--- config.mk ---
export PLATFORM = sky130hd
export DESIGN_NAME = score_counter
export DESIGN_NICKNAME = d
export VERILOG_FILES = /design/src/rtl/score_counter.sv
export SDC_FILE = /design/constraint.sdc
export NUM_CORES = 1
export LEC_CHECK = 0
export BUFFER_PORTS_ARGS = -buffer_cell sky130_fd_sc_hd__buf_2
export CAP_MARGIN = 20
export CORE_UTILIZATION = 42
export DETAILED_ROUTE_END_ITERATION = 8
export GPL_ROUTABILITY_DRIVEN = 0
export PLACE_DENSITY = 0.69
export SLEW_MARGIN = 0
export SYNTH_ARGS = -nofsm -noshare
export SYNTH_HDL_FRONTEND = slang
export SYNTH_SLANG_ARGS = --single-unit
--- constraint.sdc ---
create_clock -name clk_i -period 5.5 [get_ports clk_i]
set_clock_uncertainty 0.15 [all_clocks]
set_input_delay 0.825 -clock clk_i [delete_from_list [all_inputs] [get_ports clk_i]]
set_output_delay 0.825 -clock clk_i [all_outputs]
set_load 0.01 [all_outputs]
--- src/rtl/score_counter.sv ---
// Push-button front end for the scoreboard: synchronizes and debounces inc/dec/clr,
// turns presses (plus optional hold auto-repeat) into events and keeps a saturating score.
module score_counter #(
  parameter int SCORE_W         = 7,
  parameter int MAX_SCORE       = 99,
  parameter int DEBOUNCE_CYCLES = 50000,
  parameter bit REPEAT_EN       = 1'b1,
  parameter int REPEAT_DELAY    = 5000000,
  parameter int REPEAT_PERIOD   = 1000000
) (
  input  logic               clk_i,
  input  logic               rst_i,
  input  logic               inc_btn_i,
  input  logic               dec_btn_i,
  input  logic               clr_btn_i,
  output logic [SCORE_W-1:0] score_o,
  output logic               max_o,
  output logic               changed_o
);

  localparam int BTN_INC = 0;
  localparam int BTN_DEC = 1;
  localparam int BTN_CLR = 2;

  localparam int DB_W    = (DEBOUNCE_CYCLES < 2) ? 1 : $clog2(DEBOUNCE_CYCLES);
  localparam int RPT_MAX = (REPEAT_DELAY > REPEAT_PERIOD) ? REPEAT_DELAY : REPEAT_PERIOD;
  localparam int RPT_W   = (RPT_MAX < 2) ? 1 : $clog2(RPT_MAX);

  localparam logic [DB_W-1:0]    DB_LAST     = DB_W'(DEBOUNCE_CYCLES - 1);
  localparam logic [RPT_W-1:0]   DELAY_LAST  = RPT_W'(REPEAT_DELAY - 1);
  localparam logic [RPT_W-1:0]   PERIOD_LAST = RPT_W'(REPEAT_PERIOD - 1);
  localparam logic [SCORE_W-1:0] SCORE_MAX   = SCORE_W'(MAX_SCORE);

  localparam logic [1:0] ST_IDLE   = 2'd0;
  localparam logic [1:0] ST_DELAY  = 2'd1;
  localparam logic [1:0] ST_REPEAT = 2'd2;

  logic [2:0]         raw;
  logic [2:0]         sync_p0;
  logic [2:0]         sync_p1;
  logic [2:0]         db_p2;
  logic [2:0]         db_d_p2;
  logic [2:0]         rise_p2;
  logic [2:0]         fire_p2;
  logic [2:0]         vld_p3;
  logic [SCORE_W-1:0] score_next;

  function automatic logic [SCORE_W-1:0] sat_inc(input logic [SCORE_W-1:0] v);
    return (v < SCORE_MAX) ? v + SCORE_W'(1) : v;
  endfunction

  function automatic logic [SCORE_W-1:0] sat_dec(input logic [SCORE_W-1:0] v);
    return (v != '0) ? v - SCORE_W'(1) : v;
  endfunction

  assign raw = {clr_btn_i, dec_btn_i, inc_btn_i};

  // Stage p0/p1: two-flop synchronizer
  always_ff @(posedge clk_i) begin
    if (rst_i) begin
      sync_p0 <= '0;
      sync_p1 <= '0;
    end else begin
      sync_p0 <= raw;
      sync_p1 <= sync_p0;
    end
  end

  // Stage p2: debounced levels; a level change needs DEBOUNCE_CYCLES disagreeing samples in a row
  for (genvar b = 0; b < 3; b++) begin : g_db
    logic [DB_W-1:0] cnt;
    logic            db_q;

    always_ff @(posedge clk_i) begin
      if (rst_i) begin
        cnt  <= '0;
        db_q <= 1'b0;
      end else if (sync_p1[b] == db_q) begin
        cnt <= '0;
      end else if (cnt == DB_LAST) begin
        db_q <= sync_p1[b];
        cnt  <= '0;
      end else begin
        cnt <= cnt + DB_W'(1);
      end
    end

    assign db_p2[b] = db_q;
  end

  always_ff @(posedge clk_i) begin
    if (rst_i) begin
      db_d_p2 <= '0;
    end else begin
      db_d_p2 <= db_p2;
    end
  end

  assign rise_p2 = db_p2 & ~db_d_p2;

  for (genvar b = 0; b < 2; b++) begin : g_rpt
    if (REPEAT_EN) begin : g_on
      logic [1:0]       state;
      logic [RPT_W-1:0] cnt;

      always_ff @(posedge clk_i) begin
        if (rst_i || !db_p2[b]) begin
          state <= ST_IDLE;
          cnt   <= '0;
        end else begin
          case (state)
            ST_IDLE: begin
              if (rise_p2[b]) begin
                state <= ST_DELAY;
                cnt   <= '0;
              end
            end
            ST_DELAY: begin
              if (cnt == DELAY_LAST) begin
                state <= ST_REPEAT;
                cnt   <= '0;
              end else begin
                cnt <= cnt + RPT_W'(1);
              end
            end
            ST_REPEAT: begin
              if (cnt == PERIOD_LAST) begin
                cnt <= '0;
              end else begin
                cnt <= cnt + RPT_W'(1);
              end
            end
            default: begin
              state <= ST_IDLE;
              cnt   <= '0;
            end
          endcase
        end
      end

      assign fire_p2[b] = db_p2[b] &&
                          (((state == ST_DELAY)  && (cnt == DELAY_LAST)) ||
                           ((state == ST_REPEAT) && (cnt == PERIOD_LAST)));
    end else begin : g_off
      assign fire_p2[b] = 1'b0;
    end
  end

  assign fire_p2[BTN_CLR] = 1'b0;

  // Stage p3: registered one-cycle events
  always_ff @(posedge clk_i) begin
    if (rst_i) begin
      vld_p3 <= '0;
    end else begin
      vld_p3 <= rise_p2 | fire_p2;
    end
  end

  always_comb begin
    score_next = score_o;
    if (vld_p3[BTN_CLR]) begin
      score_next = '0;
    end else if (vld_p3[BTN_INC] && vld_p3[BTN_DEC]) begin
      score_next = score_o;
    end else if (vld_p3[BTN_INC]) begin
      score_next = sat_inc(score_o);
    end else if (vld_p3[BTN_DEC]) begin
      score_next = sat_dec(score_o);
    end
  end

  // Stage p4: score and flags register together
  always_ff @(posedge clk_i) begin
    if (rst_i) begin
      score_o   <= '0;
      max_o     <= 1'b0;
      changed_o <= 1'b0;
    end else begin
      score_o   <= score_next;
      max_o     <= (score_next == SCORE_MAX);
      changed_o <= (score_next != score_o);
    end
  end

endmodule

==> flow_summary.toml, run 1 <==
[worst_setup_path]
crit_buf_inv = 0
critPathArrivalTime_ns = 2.96
critical_path.top_delay_family = "compound AO/OA/AOI/OAI gates"
cpMaxStageDelayCell = "o21ai_2"
path_cells = "ha_1 -> nand2b_1 -> or4_1 -> o31ai_2 -> a21boi_1 -> o21ai_2 -> nor2_1"
critical_path_class = "reg2reg"
end_kind = "register"
cp-start-kind = "register"
cp_max_fo = 21
crit_required_ns = 5.60
crit_path_max_incr_delay_ns = 0.68

[clocking]
ctsLongestPathBuffers = 2
post_cts_resized = 0
post-cts-setup-buffers = 0
cts.sinks = 122
cts_tree = "done"
cts_htree_levels = 4
clkSlewWorstSetupHoldPaths_ns = 0.05
root_buffer = "clkbuf_16"
numCtsBuffers = 17
cts_hold_buf = 0
clock_latency_ns = 0.41

[flow_run]
cap_violations = 0

[layout]
layout.nets = 697
regArea_sq_mm = 0.00244
area_growth_pct = 13.5
antenna_cells = 0
layout.cells.non_filler = 864
multi_input_area_sq_mm = 0.00309
design_area_sq_mm = 0.00650
drive_gt1_share_pct = 8.72
fill_cells = 1256

[drt]
wl_per_cell_microns = 11.9
drt-pass1-iter-count = 4
drtIter0Drc = 239
vias = 4468
vias_per_cell = 5.17
ant_nets = 0
remaining_drc_errors = 0
routed_wl_microns = 10300

[hold_path]
min_path_type = "reg2reg"

[floorplanning]
initial_core_util_pct = 43.2
core_area_sq_mm = 0.0132
die_w_microns = 119
die_h_microns = 119
io_pins = 14
die-area_sq_mm = 0.0141
placementRows = 42

[global_route]
track_usage_pct = 15.7
grt_pass1_wl_microns = 18000
antenna_found_initial = 0
first_global_vias = 4219
grt_max_degree = 23
grt-ovfl-total = 0

[logic_synthesis]
yosysUniqueCellTypes = 56
ys.flop_type = "dfxtp_1"
synthCells = 663
synth_most_common_cell = "nor2_1"
syn-cell-area_sq_mm = 0.00572
synth_largest_area_cell = "dfxtp_1"
syn_nets = 684
ys_seq_area_share_pct = 42.7
ys_seq_elements = 122
async_reset_ff_share_pct = 0
synth_area_leaders = "dfxtp_1 (43%), nor2_1 (8.5%), xnor2_1 (7.3%)"
ys.warnings.count = 0
synth_area_per_cell_sq_um = 8.63
synth_top_area_share_pct = 42.7
synth_edf_count = 0
synth_common_cells = "nor2_1 (130), dfxtp_1 (122), nand2_1 (49)"

[timing]
rsz0062_at_grt = "no"
min_period_ns = 2.85
fin_crit_sh_pct = 51.9
worst_slack_ns = 2.65
fin_setup_tns_ns = 0
finalHoldViolCount = 0
max_freq_mhz = 350
worst_pin_slew_ns = 0.822
setup_viol = 0
maxSlewHeadroom_pct = 45.2
finalMaxSlewViolations = 0

[pwr]
switching_share_pct = 18.7
clkPwrFrac_pct = 55.0
p_leak_nw = 2.11
intPower_mw = 1.63
pwr-share-comb_pct = 0.5
seqPwrFrac_pct = 44.5
power_density_mw_per_mm2 = 308
p_sw_mw = 0.374
ir_worst_vdd_mv = 0.233

[placed_design]
portBuffers = 13
pre_cts_slack_ns = 2.67
dpl-instance-area_sq_mm = 0.00590
dpl.hpwl_microns = 7180
dp_cells = 833

[status]
status = "finished, final reports clean"
-- state kept, by name, indices dropped and copies added, names as in the netlist --
name,flops
vld_p3,3
max_o,1
score_o,7
g_rpt.g_on.cnt,46
sync_p0,3
changed_o,1
g_db.db_q,3
g_rpt.g_on.state,4
db_d_p2,3
sync_p1,3
g_db.cnt,48
-- per-stage QoR --
step           util [%]  total power [mW]  hold slack (ns)
6_report           49.1              2.00            0.236
3_5_place_dp       44.5             0.918            0.233
2_1_floorplan         -             0.915            0.217
5_1_grt            49.1              2.07            0.249
4_1_cts            49.1              2.02            0.241
3_3_place_gp       44.5             0.918            0.224
-- metal layers --
layer | GRT usage [%] | share of wire [%] | vias to the layer above
li1 | - | - | 2288
met1 | 18.7 | 48 | 2080
met5 | 0 | 0 | -
met4 | 7.28 | 1.3 | 0
met2 | 25.7 | 46 | 80
met3 | 4.97 | 4.1 | 20
-- path summary, 6_finish.rpt --
path | depth (start not counted) | start | endpoint | slack (ns)
setup reg to reg | 7 | g_rpt[1].g_on.cnt[0] | g_rpt[1].g_on.cnt[12] | 2.65
setup / recovery | 7 | g_rpt[1].g_on.cnt[0] | g_rpt[1].g_on.cnt[12] | 2.65
hold / removal | 1 | db_d_p2[2] | vld_p3[2] | 0.24
hold reg to reg | 1 | db_d_p2[2] | vld_p3[2] | 0.24
-- area by class of cell --
| class | instances | share of cell area, % |
|---|---|---|
| repair buffers | 13 | 1.00 |
| clock inverters | 6 | 1.31 |
| inverters | 21 | 1.21 |
| well taps | 176 | 3.39 |
| clock buffers | 25 | 7.93 |
| multi-input cells | 501 | 47.6 |
| flip-flops and latches | 122 | 37.6 |
-- logic make-up after synthesis --
group           synth area share (%)
mux                            0.896
compound gates                  6.62
xor+xnor                        13.2
simple gates                    29.8
fa+ha+maj                       3.50
buf+inv                         3.34
flops                           42.7
-- placed cells by master, fill, tap and decap left out, types with 5 or more instances in the layout --
| cell type | netlist | final |
|---|---|---|
| nand4_1 | 27 | 27 |
| ha_1 | 16 | 16 |
| buf_2 | 3 | 13 |
| nor3_1 | 16 | 16 |
| or3_1 | 10 | 10 |
| dfxtp_1 | 122 | 122 |
| nor2b_1 | 12 | 12 |
| nand2_1 | 49 | 49 |
| nor4b_1 | 6 | 6 |
| xor2_1 | 38 | 38 |
| and2_1 | 5 | 5 |
| or4_1 | 6 | 6 |
| and3_1 | 17 | 17 |
| nand3_1 | 34 | 34 |
| clkbuf_8 | 0 | 6 |
| nor4_1 | 7 | 7 |
| nand2b_1 | 9 | 9 |
| inv_1 | 20 | 20 |
| clkbuf_16 | 0 | 17 |
| o21ai_0 | 14 | 14 |
| a21oi_1 | 8 | 8 |
| xnor2_1 | 48 | 48 |
| nor2_1 | 130 | 130 |
-- power groups by stage --
stage	clock, mW	combinational [mW]	sequential [mW]
after floorplan	0	0.00778	0.907
after global placement	0	0.0107	0.907
after detailed placement	0	0.0111	0.907
after CTS	1.12	0.0112	0.889
after global routing	1.17	0.0122	0.888
final	1.10	0.0109	0.889
Power figures use the tool's default switching activity.
==> run 2: changes to the inputs <==
==> constraint.sdc (replaced) <==
create_clock -name clk_i -period 2.8 [get_ports clk_i]
set_clock_uncertainty 0.15 [all_clocks]
set_input_delay 0.42 -clock clk_i [delete_from_list [all_inputs] [get_ports clk_i]]
set_output_delay 0.42 -clock clk_i [all_outputs]
set_load 0.01 [all_outputs]
==> run 2 against run 1 <==
Against the previous run:
- hold slack lost 0.17 ns
- wire length grew 3.9%
- total power grew 120%
- critical path type unchanged
- critical endpoint is now g_rpt[1].g_on.cnt[10]
==> flow_summary.toml, run 2 (synthesis results as in run 1) <==
[pwr]
p_leak_nw = 2.17
ir_worst_vdd_mv = 0.454
power_density_mw_per_mm2 = 655
total_power_mw = 4.34

[floorplanning]
initial_core_util_pct = 43.2
die_w_microns = 119
die-area_sq_mm = 0.0141
placementRows = 42
io_pins = 14
die_h_microns = 119
core_area_sq_mm = 0.0132

[flow_run]
cap_violations = 0

[clocking]
ctsLongestPathBuffers = 2
clkSlewWorstSetupHoldPaths_ns = 0.06
cts_tree = "done"
cts.sinks = 122
cts_htree_levels = 4
root_buffer = "clkbuf_16"
cts_hold_buf = 0
post_cts_resized = 0
numCtsBuffers = 17
clock_latency_ns = 0.42
post-cts-setup-buffers = 0

[global_route]
grt_pass1_wl_microns = 19100
track_usage_pct = 16.6
first_global_vias = 4325
grt-ovfl-total = 0
antenna_found_initial = 0
grt_max_degree = 23

[worst_setup_path]
critPathArrivalTime_ns = 2.69
r2r_start = "g_rpt[1].g_on.cnt[0]"
crit_required_ns = 2.94
end_kind = "register"
rr_worst_depth = 8
cp_max_fo = 21
rrSetupSlack_ns = 0.26
critical_path_class = "reg2reg"
reg2reg_to = "g_rpt[1].g_on.cnt[10]"
cpMaxStageDelayCell = "or4_1"
crit_path_max_incr_delay_ns = 0.53
cp-start-kind = "register"
path_cells = "ha_1 -> nand2b_1 -> or4_1 -> o31ai_2 -> a21boi_1 -> o21ai_2 -> buf_4 -> nor2_1"

[drt]
vias = 4561
drt-pass1-iter-count = 6
wl_per_cell_microns = 12.3
remaining_drc_errors = 0
vias_per_cell = 5.25
routed_wl_microns = 10700
drtIter0Drc = 308
ant_nets = 0

[layout]
reg_top3 = "g_db.cnt (48), g_rpt.g_on.cnt (46), score_o (7)"
largest_reg_flops = 48
layout.nets = 700
mostFrequentLayoutCells = "nor2_1 (130), dfxtp_1 (122), nand2_1 (49)"
drive_gt1_share_pct = 9.39
regMostFlops = "g_db.cnt"
fill_cells = 1219
final_common_cell = "nor2_1"
multi_input_area_sq_mm = 0.00309
area_growth_pct = 15.6
regArea_sq_mm = 0.00244
antenna_cells = 0

[timing]
setup_viol = 0
fin_crit_sh_pct = 90.8
min_period_ns = 2.54
rsz0062_at_grt = "no"
maxSlewHeadroom_pct = 60.5
max_freq_mhz = 393
finalMaxSlewViolations = 0
fin_setup_tns_ns = 0
finalHoldViolCount = 0
worst_pin_slew_ns = 0.591

[placed_design]
dpl.hpwl_microns = 7440
portBuffers = 13

[hold_path]
whs_path_depth = 2
min_path_type = "in2reg"
whs_endpoint = "sync_p0[2]"
min_from = "clr_btn_i"

[status]
status = "finished, final reports clean"
-- run 2: report_power, final --
part,switching (mW),total (mW),internal (mW)
registers,0.00296,1.75,1.74
logic,0.0131,0.0208,0.00772
clock network,0.768,2.57,1.80
-- run 2: area by class of cell --
type                    instances  share of cell area, %
multi-input cells             501                   46.7
flip-flops and latches        122                   36.9
clock buffers                  20                   6.90
clock inverters                12                   3.67
well taps                     176                   3.33
repair buffers                 16                   1.32
inverters                      21                   1.19
-- run 2: how the worst max path moves through the flow --
| stage | startpoint | end | slack [ns] | depth (start not counted) |
|---|---|---|---|---|
| after floorplan | score_o[0] | max_o | 0.60 | 8 |
| after global placement | g_rpt[1].g_on.cnt[0] | g_rpt[1].g_on.cnt[4] | 0.43 | 8 |
| after detailed placement | g_rpt[1].g_on.cnt[0] | g_rpt[1].g_on.cnt[18] | 0.29 | 8 |
| after CTS | g_rpt[1].g_on.cnt[0] | g_rpt[1].g_on.cnt[10] | 0.27 | 8 |
| after global routing | g_rpt[1].g_on.cnt[0] | g_rpt[1].g_on.cnt[10] | 0.07 | 8 |
| final | g_rpt[1].g_on.cnt[0] | g_rpt[1].g_on.cnt[10] | 0.26 | 8 |
-- run 2: per-stage QoR --
step | hold slack, ns | instances | cell area [sq um] | setup slack [ns] | utilization [%]
after global placement | 0.224 | 836 | 5920 | 0.431 | 44.7
final | 0.0625 | 868 | 6620 | 0.258 | 50.0
after floorplan | 0.217 | 663 | 5720 | 0.598 | -
after detailed placement | 0.234 | 836 | 5920 | 0.286 | 44.7
after CTS | 0.0430 | 868 | 6620 | 0.271 | 50.0
after global routing | 0.0538 | 868 | 6620 | 0.0670 | 50.0
-- run 2: critical path: cells and delay by family, from the launching register on --
kind | cells | cell delay (ns)
buffers and inverters | 1 | 0.25
AO/OA/AOI/OAI | 3 | 0.65
adder cells (fa/ha/maj) | 1 | 0.28
AND/OR/NAND/NOR | 3 | 0.68
flip-flops | 1 | 0.39
-- run 2: metal layers --
layer / track usage [%] / vias up / wire [microns] / part of all wire, %
met5: 0 / - / 0 / 0
met4: 8.62 / 0 / 146 / 1.4
met3: 4.01 / 14 / 350 / 3.3
met2: 27.0 / 67 / 5280 / 49
met1: 20.3 / 2183 / 4940 / 46
li1: - / 2297 / - / -
